File: src/rtl/load_store_unit.sv
// Load/store unit: CPU-side initiator for a word-wide RISC-V data memory.
// Accepts one request at a time. Requests are validated before memory is
// touched. Sub-word stores are performed as read-modify-write. Results are
// returned over a valid/ready response channel.
module load_store_unit #(
    parameter int MEM_WORDS = 64,
    parameter int IDX_WIDTH = 6
) (
    input  logic                 clk,
    input  logic                 reset,
    input  logic                 req_valid,
    output logic                 req_ready,
    input  logic                 req_store,
    input  logic [2:0]           req_funct3,
    input  logic [31:0]          req_addr,
    input  logic [31:0]          req_wdata,
    output logic                 resp_valid,
    input  logic                 resp_ready,
    output logic [31:0]          resp_rdata,
    output logic                 resp_err,
    output logic [1:0]           resp_cause,
    output logic                 MemWrite,
    output logic                 MemRread,
    output logic [IDX_WIDTH-1:0] mem_index,
    output logic [31:0]          mem_wdata,
    input  logic [31:0]          MemData_out
);

    typedef enum logic [1:0] {
        IDLE = 2'd0,
        RD   = 2'd1,
        WR   = 2'd2,
        RESP = 2'd3
    } state_t;

    localparam logic [1:0] CAUSE_NONE    = 2'b00;
    localparam logic [1:0] CAUSE_MISALGN = 2'b01;
    localparam logic [1:0] CAUSE_FUNCT3  = 2'b10;
    localparam logic [1:0] CAUSE_RANGE   = 2'b11;

    state_t                 state;

    // A captured request waits one cycle in IDLE before it is dispatched.
    logic                   pending;
    logic                   store_q;
    logic [2:0]             funct3_q;
    logic [1:0]             lane_q;
    logic [IDX_WIDTH-1:0]   index_q;
    logic [31:0]            wdata_q;
    logic [1:0]             cause_q;

    logic                   funct3_legal;
    logic                   misaligned;
    logic                   out_of_range;
    logic [1:0]             req_cause;

    // Pick the addressed byte or halfword out of a memory word and extend it.
    function automatic logic [31:0] extract_load(input logic [31:0] word,
                                                 input logic [2:0]  funct3,
                                                 input logic [1:0]  lane);
        logic [7:0]  b;
        logic [15:0] h;
        logic [31:0] r;
        b = word[{lane, 3'b000} +: 8];
        h = word[{lane[1], 4'b0000} +: 16];
        case (funct3)
            3'b000:  r = {{24{b[7]}}, b};
            3'b100:  r = {24'd0, b};
            3'b001:  r = {{16{h[15]}}, h};
            3'b101:  r = {16'd0, h};
            default: r = word;
        endcase
        return r;
    endfunction

    // Overwrite one byte or halfword lane of the old word with new store data.
    function automatic logic [31:0] merge_store(input logic [31:0] old_word,
                                                input logic [31:0] new_data,
                                                input logic        is_byte,
                                                input logic [1:0]  lane);
        logic [31:0] r;
        r = old_word;
        if (is_byte) begin
            r[{lane, 3'b000} +: 8] = new_data[7:0];
        end else begin
            r[{lane[1], 4'b0000} +: 16] = new_data[15:0];
        end
        return r;
    endfunction

    // Validate the incoming request: funct3 first, then alignment, then range.
    always_comb begin
        funct3_legal = 1'b0;
        case (req_funct3)
            3'b000, 3'b001, 3'b010: funct3_legal = 1'b1;
            3'b100, 3'b101:         funct3_legal = !req_store;
            default:                funct3_legal = 1'b0;
        endcase

        misaligned = ((req_funct3[1:0] == 2'b01) && req_addr[0]) ||
                     ((req_funct3[1:0] == 2'b10) && (req_addr[1:0] != 2'b00));

        out_of_range = ({2'b00, req_addr[31:2]} >= 32'(MEM_WORDS));

        req_cause = CAUSE_NONE;
        if (!funct3_legal) begin
            req_cause = CAUSE_FUNCT3;
        end else if (misaligned) begin
            req_cause = CAUSE_MISALGN;
        end else if (out_of_range) begin
            req_cause = CAUSE_RANGE;
        end
    end

    // Memory strobes come straight from the state register, so they are
    // mutually exclusive and low whenever the FSM sits in reset or IDLE.
    assign MemRread  = (state == RD);
    assign MemWrite  = (state == WR);
    assign req_ready = (state == IDLE) && !pending;

    // Main FSM: capture, dispatch, memory access and response handshake.
    always_ff @(posedge clk) begin
        if (!reset) begin
            state      <= IDLE;
            pending    <= 1'b0;
            store_q    <= 1'b0;
            funct3_q   <= 3'b000;
            lane_q     <= 2'b00;
            index_q    <= '0;
            wdata_q    <= 32'd0;
            cause_q    <= CAUSE_NONE;
            resp_valid <= 1'b0;
            resp_rdata <= 32'd0;
            resp_err   <= 1'b0;
            resp_cause <= CAUSE_NONE;
            mem_index  <= '0;
            mem_wdata  <= 32'd0;
        end else begin
            case (state)
                IDLE: begin
                    if (!pending) begin
                        if (req_valid) begin
                            pending  <= 1'b1;
                            store_q  <= req_store;
                            funct3_q <= req_funct3;
                            lane_q   <= req_addr[1:0];
                            index_q  <= req_addr[IDX_WIDTH+1:2];
                            wdata_q  <= req_wdata;
                            cause_q  <= req_cause;
                        end
                    end else begin
                        pending <= 1'b0;
                        if (cause_q != CAUSE_NONE) begin
                            state      <= RESP;
                            resp_valid <= 1'b1;
                            resp_err   <= 1'b1;
                            resp_cause <= cause_q;
                            resp_rdata <= 32'd0;
                        end else begin
                            mem_index <= index_q;
                            if (store_q && (funct3_q[1:0] == 2'b10)) begin
                                mem_wdata <= wdata_q;
                                state     <= WR;
                            end else begin
                                state <= RD;
                            end
                        end
                    end
                end

                RD: begin
                    if (store_q) begin
                        mem_wdata <= merge_store(MemData_out, wdata_q,
                                                 (funct3_q[1:0] == 2'b00), lane_q);
                        state     <= WR;
                    end else begin
                        resp_rdata <= extract_load(MemData_out, funct3_q, lane_q);
                        resp_err   <= 1'b0;
                        resp_cause <= CAUSE_NONE;
                        resp_valid <= 1'b1;
                        state      <= RESP;
                    end
                end

                WR: begin
                    resp_rdata <= 32'd0;
                    resp_err   <= 1'b0;
                    resp_cause <= CAUSE_NONE;
                    resp_valid <= 1'b1;
                    state      <= RESP;
                end

                RESP: begin
                    if (resp_ready) begin
                        resp_valid <= 1'b0;
                        state      <= IDLE;
                    end
                end

                default: state <= IDLE;
            endcase
        end
    end

endmodule

File: config.mk
export PLATFORM = sky130hd
export DESIGN_NAME = load_store_unit
export DESIGN_NICKNAME = d
export VERILOG_FILES = /design/src/rtl/load_store_unit.sv
export SDC_FILE = /design/constraint.sdc
export NUM_CORES = 1
export LEC_CHECK = 0
export BUFFER_PORTS_ARGS = -buffer_cell sky130_fd_sc_hd__clkbuf_2
export CAP_MARGIN = 20
export CORE_MARGIN = 2
export CORE_UTILIZATION = 45
export CTS_CLUSTER_DIAMETER = 80
export DETAILED_ROUTE_END_ITERATION = 12
export GPL_TIMING_DRIVEN = 0
export PLACE_DENSITY = 0.79
export SLEW_MARGIN = 5
export SYNTH_ARGS = -nofsm -noshare
export SYNTH_HDL_FRONTEND = slang
export SYNTH_SLANG_ARGS = --single-unit
File: constraint.sdc
create_clock -name clk -period 2.8 [get_ports clk]
set_input_delay 0.14 -clock clk [delete_from_list [all_inputs] [get_ports clk]]
set_output_delay 0.14 -clock clk [all_outputs]
set_load 0.01 [all_outputs]
==> results of run 1 <==
-- final cells by class --
cell class	count	share of cell area, %
Buffer	54	3.04
Clock buffer	19	5.46
Clock inverter	13	2.05
Inverter	10	0.462
Multi-Input combinational cell	504	39.8
Sequential cell	123	30.3
Tap cell	176	2.71
Timing Repair Buffer	221	16.2
-- worst paths after layout --
| check | depth (start not counted) | slack (ns) | endpoint |
|---|---|---|---|
| worst max-delay path | 9 | 0.18 | mem_wdata[21]$_SDFFE_PN0P_ |
| worst min-delay path | 3 | 0.01 | mem_wdata[13]$_SDFFE_PN0P_ |
| worst max register to register | 9 | 0.18 | mem_wdata[21]$_SDFFE_PN0P_ |
| worst min register to register | 2 | 0.45 | index_q[2]$_SDFFE_PN0P_ |
-- state kept, by name, summed over array words and instances, names as in the netlist --
name	flops
cause_q	2
funct3_q	3
index_q	6
lane_q	2
mem_index	6
mem_wdata	32
pending	1
resp_cause	2
resp_err	1
resp_rdata	32
resp_valid	1
state	2
store_q	1
wdata_q	32
-- stage by stage --
step	hold WS [ns]	cell area, µm²
final	0.0146	8120
after global routing	0.0166	8120
after global placement	0.364	7090
after floorplan	0.276	5970
after detailed placement	0.369	7090
after CTS	0.00451	8110
-- power by group --
part           total (mW)  internal (mW)  switching, mW  leakage, nW
Combinational        2.14          0.837           1.31         2.09
Sequential           2.19           1.97          0.214        0.999
Clock                2.27           1.43          0.840        0.290
Total                6.60           4.24           2.36         3.38
-- kinds of logic (layout without fill, tap and decap cells) --
| family | after synthesis | count (layout) |
|---|---|---|
| fa+ha+maj | 9 | 9 |
| compound gates | 251 | 251 |
| flops | 123 | 123 |
| mux | 37 | 37 |
| xor+xnor | 1 | 1 |
| buf+inv | 64 | 317 |
| simple gates | 206 | 206 |
-- per-layer routing --
layer	wire length, µm	vias up
li1	-	2986
met1	8180	2952
met2	9090	346
met3	1930	50
met4	588	0
met5	0	-
-- worst register-to-register path: stages, from the launching register on --
cell	delay [ns]
dfxtp_1	0.45
buf_2	0.30
clkbuf_4	0.30
inv_1	0.12
ha_1	0.34
nor4bb_1	0.16
clkbuf_2	0.21
a221o_1	0.33
a22oi_1	0.20
a21oi_1	0.09
-- repair_timing --
item,in CTS,in global routing
setup buffers,0,1
hold buffers,41,0
gates resized for setup,0,4
hold endpoints to repair,41,0
setup endpoints to repair,0,24
-- placed cells by master (no fill, tap or decap), types with 3 or more instances in the layout --
cell type        n
a21o_1           4
a21oi_1         98
a221o_1         16
a22o_1           6
a22oi_1         32
a31oi_1          9
a32o_1           7
buf_2            9
buf_6            3
bufinv_16        3
clkbuf_1        39
clkbuf_16       17
clkbuf_2       181
clkinvlp_4       3
dfxtp_1        123
dlygate4sd3_1   41
ha_1             9
inv_1            9
inv_6            3
mux2_2           9
mux2i_1         27
nand2_1        122
nand2b_1        18
nand3_1          7
nor2_1          10
nor2b_1         23
nor4_1           7
nor4bb_1         3
o211ai_1         3
o21ai_0         43
o2bb2ai_1        9
o2bb2ai_2       10
==> impl_metrics.csv, run 1 <==
group,metric,value,unit
run_status,outcome,"complete, no violations",
min_path,min_path_type,"input port to flip-flop",
logic_synthesis,ys_types,53,
timing,setup_ws,0.178,ns
global_route,antenna_found_initial,0,
setup_path,worst-setup-path-type,"flip-flop to flip-flop",
global_route,use_met2,44.6,%
route,vias,6334,
setup_path,critPathSlowestCell,"dfxtp_1",
final_layout,multiInputGateArea,3230,µm²
place,dp_slack,0.0311,ns
logic_synthesis,synth-xor-area-share,0.147,%
global_route,gr-usage-met3,5.65,%
setup_path,max_stage_delay,0.45,ns
logic_synthesis,synth_compound_area_share,28.4,%
flow_run,drv_cap,0,
logic_synthesis,synth_nets,804,
floorplan,io_pins,181,
final_layout,antenna_cells,0,
logic_synthesis,synth-edff-count,0,
route,wire_per_inst,17.7,µm
power,totalPowerFinal,6.60,mW
timing,finalCriticalPeriod,2.62,ns
clocking,clock_latency,0.42,ns
global_route,grt_max_degree,17,
logic_synthesis,synth_ff_type,"dfxtp_1",
floorplan,num_rows,42,
final_layout,fillers,1150,
power,peakVddDrop,0.000462,V
setup_path,cp-start-kind,"flip-flop",
setup_path,crit_arrival,2.90,ns
logic_synthesis,synth_area_leaders,"dfxtp_1 (41%), a21oi_1 (8.2%), nand2_1 (7.7%)",
floorplan,die_area,14200,µm²
clocking,cts_buffers,17,
final_layout,post-route-util,62.0,%
route,route.detailed.drc,0,
setup_path,cp_data_required_time,3.08,ns
logic_synthesis,muxShareOfSynthArea,6.60,%
clocking,cts_num_sinks,123,
logic_synthesis,ys_seq_area_share,41.2,%
logic_synthesis,avgSynthCellArea,8.64,µm²
logic_synthesis,synth_adder_area_share,1.89,%
setup_path,cp_top_family,"buffers and inverters",
clocking,cts-root-buf,"clkbuf_16",
power,p_leak,3.38,nW
logic_synthesis,synthSimpleGateAreaFrac,17.0,%
timing,rsz0062_at_grt,"false",
route,firstDrtPassIters,5,
logic_synthesis,syn-cell-area,5970,µm²
setup_path,path_max_fanout,10,
route,drt_iter0_markers,656,
logic_synthesis,synth_common_cells,"dfxtp_1 (123), nand2_1 (122), a21oi_1 (98)",
final_layout,nets,1044,
power,p_per_area,813,nW/µm²
setup_path,r2r_start,"lane_q[1]$_SDFFE_PN0P_",
route,ant_nets,0,
timing,max_slew_margin,46.8,%
floorplan,die_h,119,µm
global_route,grt.overflow.total,0,
route,viasPerCell,5.66,
setup_path,end_kind,"flip-flop",
place,dpl.hpwl,14500,µm
clocking,clk_pin_slew_worst_paths,0.06,ns
timing,fmax,381,MHz
floorplan,fp.coreArea,13100,µm²
timing,skew,0.00707,ns
floorplan,start_util,45.6,%
place,numPlacedInstances,1046,
clocking,cts.path.max_buffers,2,
global_route,track_usage,27.8,%
clocking,htreeDepth,4,
final_layout,synthToLayoutAreaGrowth,36.0,%
route,routed_wl,19800,µm
logic_synthesis,synthArstFlopShare,0,%
place,finalWeightedCongestion,0.940,
setup_path,crit_buf_inv,4,
logic_synthesis,syn_inst,691,
logic_synthesis,yosysTopAreaCell,"dfxtp_1",
timing,tightest_slew,0.794,ns
final_layout,drive_above_1_share,27.3,%
logic_synthesis,synth_top_family_by_area,"compound AO/OA/AOI/OAI gates",
global_route,grt_pass1_vias,5928,
timing,finalHoldViolCount,0,
timing,fin_tns_setup,0,ns
logic_synthesis,synth-seq-cells,123,
final_layout,final_cells,1120,
final_layout,regArea,2460,µm²
timing,fin_crit_sh,93.6,%
logic_synthesis,synth_top_cell_area_share,41.2,%
place,io_buffers,179,
global_route,grt_pass1_wl,30900,µm
floorplan,dieWidth,119,µm
setup_path,crit_path_start,"lane_q[1]$_SDFFE_PN0P_",
timing,slew_viol_final,0,
timing,setup_viol,0,
global_route,use_met1,36.4,%
setup_path,cp_cell_sequence,"buf_2 > clkbuf_4 > inv_1 > ha_1 > nor4bb_1 > clkbuf_2 > a221o_1 > a22oi_1 > a21oi_1",
min_path,min-delay-start,"MemData_out[13]",
logic_synthesis,synth_most_common_cell,"dfxtp_1",
global_route,busiest_layer,"met2",
clocking,cts_tree,"built",
logic_synthesis,ys_warn_count,0,
Power figures use the tool's default switching activity.
==> run 2: changes to the inputs <==
--- a/config.mk
+++ b/config.mk
@@ -13,6 +13,7 @@
 export DETAILED_ROUTE_END_ITERATION = 12
 export GPL_TIMING_DRIVEN = 0
 export PLACE_DENSITY = 0.79
+export RECOVER_POWER = 100
 export SLEW_MARGIN = 5
 export SYNTH_ARGS = -nofsm -noshare
 export SYNTH_HDL_FRONTEND = slang
==> run 2 against run 1 <==
Against the previous run: worst hold slack hardly changed; clock skew shrank 0.00052 ns; largest power group unchanged; power shrank 0.81%; cell count stayed put; sequential cell count unchanged; clock power hardly changed; routed wire length increased by 0.30%; register-to-register slack about the same.
==> impl_metrics.csv, run 2 (synthesis results as in run 1) <==
group,metric,value,unit
run_status,outcome,"complete, no violations",
route,vias,6329,
power,p_leak,3.10,nW
timing,rsz0062_at_grt,"false",
final_layout,synthToLayoutAreaGrowth,33.6,%
global_route,grt.overflow.total,0,
route,viasPerCell,5.65,
global_route,antenna_found_initial,0,
floorplan,fp.coreArea,13100,µm²
route,firstDrtPassIters,6,
timing,setup_viol,0,
power,peakVddDrop,0.000458,V
final_layout,largest_registers,"mem_wdata (32), resp_rdata (32), wdata_q (32)",
timing,fmax,381,MHz
place,dpl.hpwl,14500,µm
setup_path,cp_data_required_time,3.14,ns
timing,finalCriticalPeriod,2.62,ns
final_layout,nets,1044,
place,dp_slack,0.0311,ns
setup_path,crit_arrival,2.96,ns
final_layout,fin_area,7980,µm²
final_layout,layout_common_cells,"dfxtp_1 (123), nand2_1 (122), clkbuf_1 (117)",
clocking,cts_buffers,17,
final_layout,post-route-util,60.9,%
global_route,grt_max_degree,17,
route,routed_wl,19900,µm
timing,setup_ws,0.179,ns
route,wire_per_inst,17.7,µm
setup_path,end_kind,"flip-flop",
timing,skew,0.00655,ns
setup_path,path_max_fanout,10,
min_path,min_path_type,"input port to flip-flop",
floorplan,die_area,14200,µm²
timing,fin_crit_sh,93.6,%
timing,tightest_slew,0.781,ns
global_route,track_usage,27.8,%
global_route,grt_pass1_vias,5928,
route,ant_nets,0,
floorplan,dieWidth,119,µm
place,finalWeightedCongestion,0.940,
timing,finalHoldViolCount,0,
clocking,htreeDepth,4,
clocking,cts_num_sinks,123,
place,dpl_cell_area,7090,µm²
power,p_per_area,821,nW/µm²
timing,slew_viol_final,0,
flow_run,drv_cap,0,
clocking,cts_tree,"built",
setup_path,cp-start-kind,"flip-flop",
final_layout,drive_above_1_share,18.3,%
clocking,cts.path.max_buffers,2,
floorplan,io_pins,181,
floorplan,num_rows,42,
timing,fin_tns_setup,0,ns
floorplan,die_h,119,µm
setup_path,worst-setup-path-type,"flip-flop to flip-flop",
final_layout,antenna_cells,0,
clocking,clk_pin_slew_worst_paths,0.06,ns
place,io_buffers,179,
final_layout,final_common_cell,"dfxtp_1",
timing,max_slew_margin,47.8,%
clocking,clock_latency,0.42,ns
floorplan,start_util,45.6,%
route,route.detailed.drc,0,
clocking,cts-root-buf,"clkbuf_16",
route,drt_iter0_markers,568,
global_route,grt_pass1_wl,30900,µm
run 2: routing by layer:
layer | track usage, % | vias to the layer above | part of all wire (%)
li1 | - | 2987 | -
met1 | 36.4 | 2966 | 42
met2 | 44.6 | 321 | 46
met3 | 5.65 | 55 | 9.1
met4 | 11.6 | 0 | 3.2
met5 | 0 | - | 0
run 2: through the flow:
| step | instances | hold WS (ns) | total power, mW |
|---|---|---|---|
| 2_1_floorplan | 691 | 0.276 | 3.62 |
| 3_3_place_gp | 1046 | 0.364 | 4.22 |
| 3_5_place_dp | 1046 | 0.369 | 4.25 |
| 4_1_cts | 1119 | 0.00451 | 6.56 |
| 5_1_grt | 1120 | 0.0166 | 6.87 |
| 6_report | 1120 | 0.0146 | 6.55 |
run 2: repair_timing:
| item | CTS | global route |
|---|---|---|
| setup buffers | 0 | 1 |
| hold buffers | 41 | 0 |
| endpoints found under the setup margin | 0 | 24 |
| gates resized for setup | 0 | 4 |
| hold endpoints to repair | 41 | 0 |
run 2: layout make-up:
cell class | instances | area, µm²
Sequential cell | 123 | 2460
Multi-Input combinational cell | 504 | 3190
Fill cell | 1209 | 5110
Timing Repair Buffer | 221 | 1220
Buffer | 54 | 238
Clock buffer | 19 | 443
Inverter | 10 | 37.5
Clock inverter | 13 | 166
Tap cell | 176 | 220
run 2: where the power goes:
group	leakage [nW]	total [mW]	internal, mW	switching [mW]
Clock	0.290	2.27	1.43	0.842
Combinational	1.81	2.09	0.789	1.30
Sequential	0.999	2.18	1.97	0.211
run 2: worst paths after layout:
| kind | start | end | slack [ns] | cells after the start |
|---|---|---|---|---|
| worst max-delay path | lane_q[1]$_SDFFE_PN0P_ | mem_wdata[17]$_SDFFE_PN0P_ | 0.18 | 9 |
| worst min-delay path | MemData_out[13] | mem_wdata[13]$_SDFFE_PN0P_ | 0.01 | 3 |
| worst max register to register | lane_q[1]$_SDFFE_PN0P_ | mem_wdata[17]$_SDFFE_PN0P_ | 0.18 | 9 |
| worst min register to register | index_q[2]$_SDFFE_PN0P_ | index_q[2]$_SDFFE_PN0P_ | 0.45 | 2 |
run 2: worst max-delay path: stages (launching register included):
cell	delay, ns
dfxtp_1	0.45
buf_2	0.29
clkbuf_4	0.29
inv_1	0.12
ha_1	0.34
nor4bb_1	0.33
clkbuf_2	0.28
a221o_1	0.18
a22oi_1	0.07
a21oi_1	0.19
==> run 3: changes to the inputs <==
==> constraint.sdc (replaced) <==
create_clock -name clk -period 2.8 [get_ports clk]
set_input_delay 0.14 -clock clk [delete_from_list [all_inputs] [get_ports clk]]
set_output_delay 0.14 -clock clk [all_outputs]
set_load 0.005 [all_outputs]
==> run 3 against run 2 <==
Against the previous run: clock skew rose by 0.00058 ns; die area did not move; non-clock buffer count did not move; fmax rose by 0.20%; sequential cell count is the same; power down 0.37%; critical path type unchanged; critical endpoint is now mem_wdata[20]$_SDFFE_PN0P_; largest cell class unchanged.
==> impl_metrics.csv, run 3 (synthesis results as in run 1) <==
group,metric,value,unit
run_status,outcome,"complete, no violations",
final_layout,layout_common_cells,"clkbuf_2 (160), dfxtp_1 (123), nand2_1 (122)",
route,firstDrtPassIters,8,
final_layout,post-route-util,61.4,%
route,drt_iter0_markers,646,
final_layout,drive_above_1_share,23.8,%
timing,setup_ws,0.184,ns
clocking,cts_tree,"built",
flow_run,drv_cap,0,
power,p_leak,3.27,nW
timing,hold_slack,0.0171,ns
final_layout,antenna_cells,0,
final_layout,final_cells,1120,
power,p_per_area,811,nW/µm²
route,wire_per_inst,17.7,µm
final_layout,final_common_cell,"clkbuf_2",
global_route,grt_max_degree,17,
floorplan,io_pins,181,
place,numPlacedInstances,1046,
global_route,track_usage,27.8,%
route,vias,6365,
setup_path,crit_arrival,2.90,ns
clocking,cts.path.max_buffers,2,
place,dpl_cell_area,7090,µm²
timing,finalHoldViolCount,0,
clocking,cts_buffers,17,
final_layout,largest_registers,"mem_wdata (32), resp_rdata (32), wdata_q (32)",
timing,finalCriticalPeriod,2.62,ns
place,dp_slack,0.0311,ns
global_route,antenna_found_initial,0,
timing,tightest_slew,0.760,ns
final_layout,fin_area,8040,µm²
clocking,clock_latency,0.42,ns
floorplan,start_util,45.6,%
min_path,min_path_type,"input port to flip-flop",
timing,max_slew_margin,49.2,%
floorplan,die_area,14200,µm²
setup_path,cp-start-kind,"flip-flop",
place,dpl.hpwl,14500,µm
setup_path,worst-setup-path-type,"flip-flop to flip-flop",
timing,setup_viol,0,
global_route,grt_pass1_vias,5928,
timing,fin_crit_sh,93.4,%
clocking,clk_pin_slew_worst_paths,0.06,ns
timing,skew,0.00712,ns
timing,fmax,382,MHz
setup_path,cp_data_required_time,3.08,ns
global_route,grt.overflow.total,0,
route,route.detailed.drc,0,
floorplan,num_rows,42,
power,peakVddDrop,0.000460,V
setup_path,path_max_fanout,10,
clocking,cts_num_sinks,123,
route,ant_nets,0,
floorplan,die_h,119,µm
timing,fin_tns_setup,0,ns
place,finalWeightedCongestion,0.940,
timing,rsz0062_at_grt,"false",
power,totalPowerFinal,6.52,mW
clocking,htreeDepth,4,
route,viasPerCell,5.68,
timing,slew_viol_final,0,
global_route,grt_pass1_wl,30900,µm
setup_path,end_kind,"flip-flop",
floorplan,dieWidth,119,µm
floorplan,fp.coreArea,13100,µm²
route,routed_wl,19800,µm
clocking,cts-root-buf,"clkbuf_16",
final_layout,nets,1044,
final_layout,synthToLayoutAreaGrowth,34.7,%
place,io_buffers,179,
run 3: cell count changes in the layout (fill, tap and decap cells not counted):
| cell | before | now |
|---|---|---|
| buf_1 | 0 | 1 |
| clkbuf_2 | 108 | 160 |
| clkbuf_1 | 117 | 64 |
run 3: worst paths after layout:
path         depth (start not counted)  slack, ns               startpoint                    endpoint
min reg2reg                          2       0.45  index_q[2]$_SDFFE_PN0P_     index_q[2]$_SDFFE_PN0P_
max                                  9       0.18   lane_q[1]$_SDFFE_PN0P_  mem_wdata[20]$_SDFFE_PN0P_
min                                  3       0.02          MemData_out[13]  mem_wdata[13]$_SDFFE_PN0P_
max reg2reg                          9       0.18   lane_q[1]$_SDFFE_PN0P_  mem_wdata[20]$_SDFFE_PN0P_
run 3: metal layers:
metal	wire [µm]	global-route usage, %
met5	0	0
met2	9180	44.6
met1	8270	36.4
met4	594	11.6
met3	1800	5.65
run 3: where the power goes:
part | internal [mW] | leakage (nW) | switching, mW
logic | 0.805 | 1.99 | 1.26
clock network | 1.43 | 0.290 | 0.841
registers | 1.97 | 0.999 | 0.211
total | 4.21 | 3.27 | 2.32
run 3: final cells by class:
cell class	count	area (µm²)
fill	1173	5040
multi-input combinational	504	3190
sequential	123	2460
timing repair buffer	221	1280
clock buffer	19	443
buffer	54	238
tap	176	220
clock inverter	13	166
inverter	10	37.5
run 3: timing repair:
| action | in CTS | in global routing |
|---|---|---|
| endpoints found under the hold margin | 41 | 0 |
| setup endpoints to repair | 0 | 24 |
| setup buffers | 0 | 1 |
| resized for setup | 0 | 4 |
| hold buffers | 41 | 0 |
run 3: worst max-delay path: stages (launching register included):
cell	delay (ns)
dfxtp_1	0.45
buf_2	0.29
clkbuf_4	0.29
inv_1	0.12
ha_1	0.33
nor4bb_1	0.16
clkbuf_2	0.20
a221o_1	0.32
a22oi_1	0.20
a21oi_1	0.10
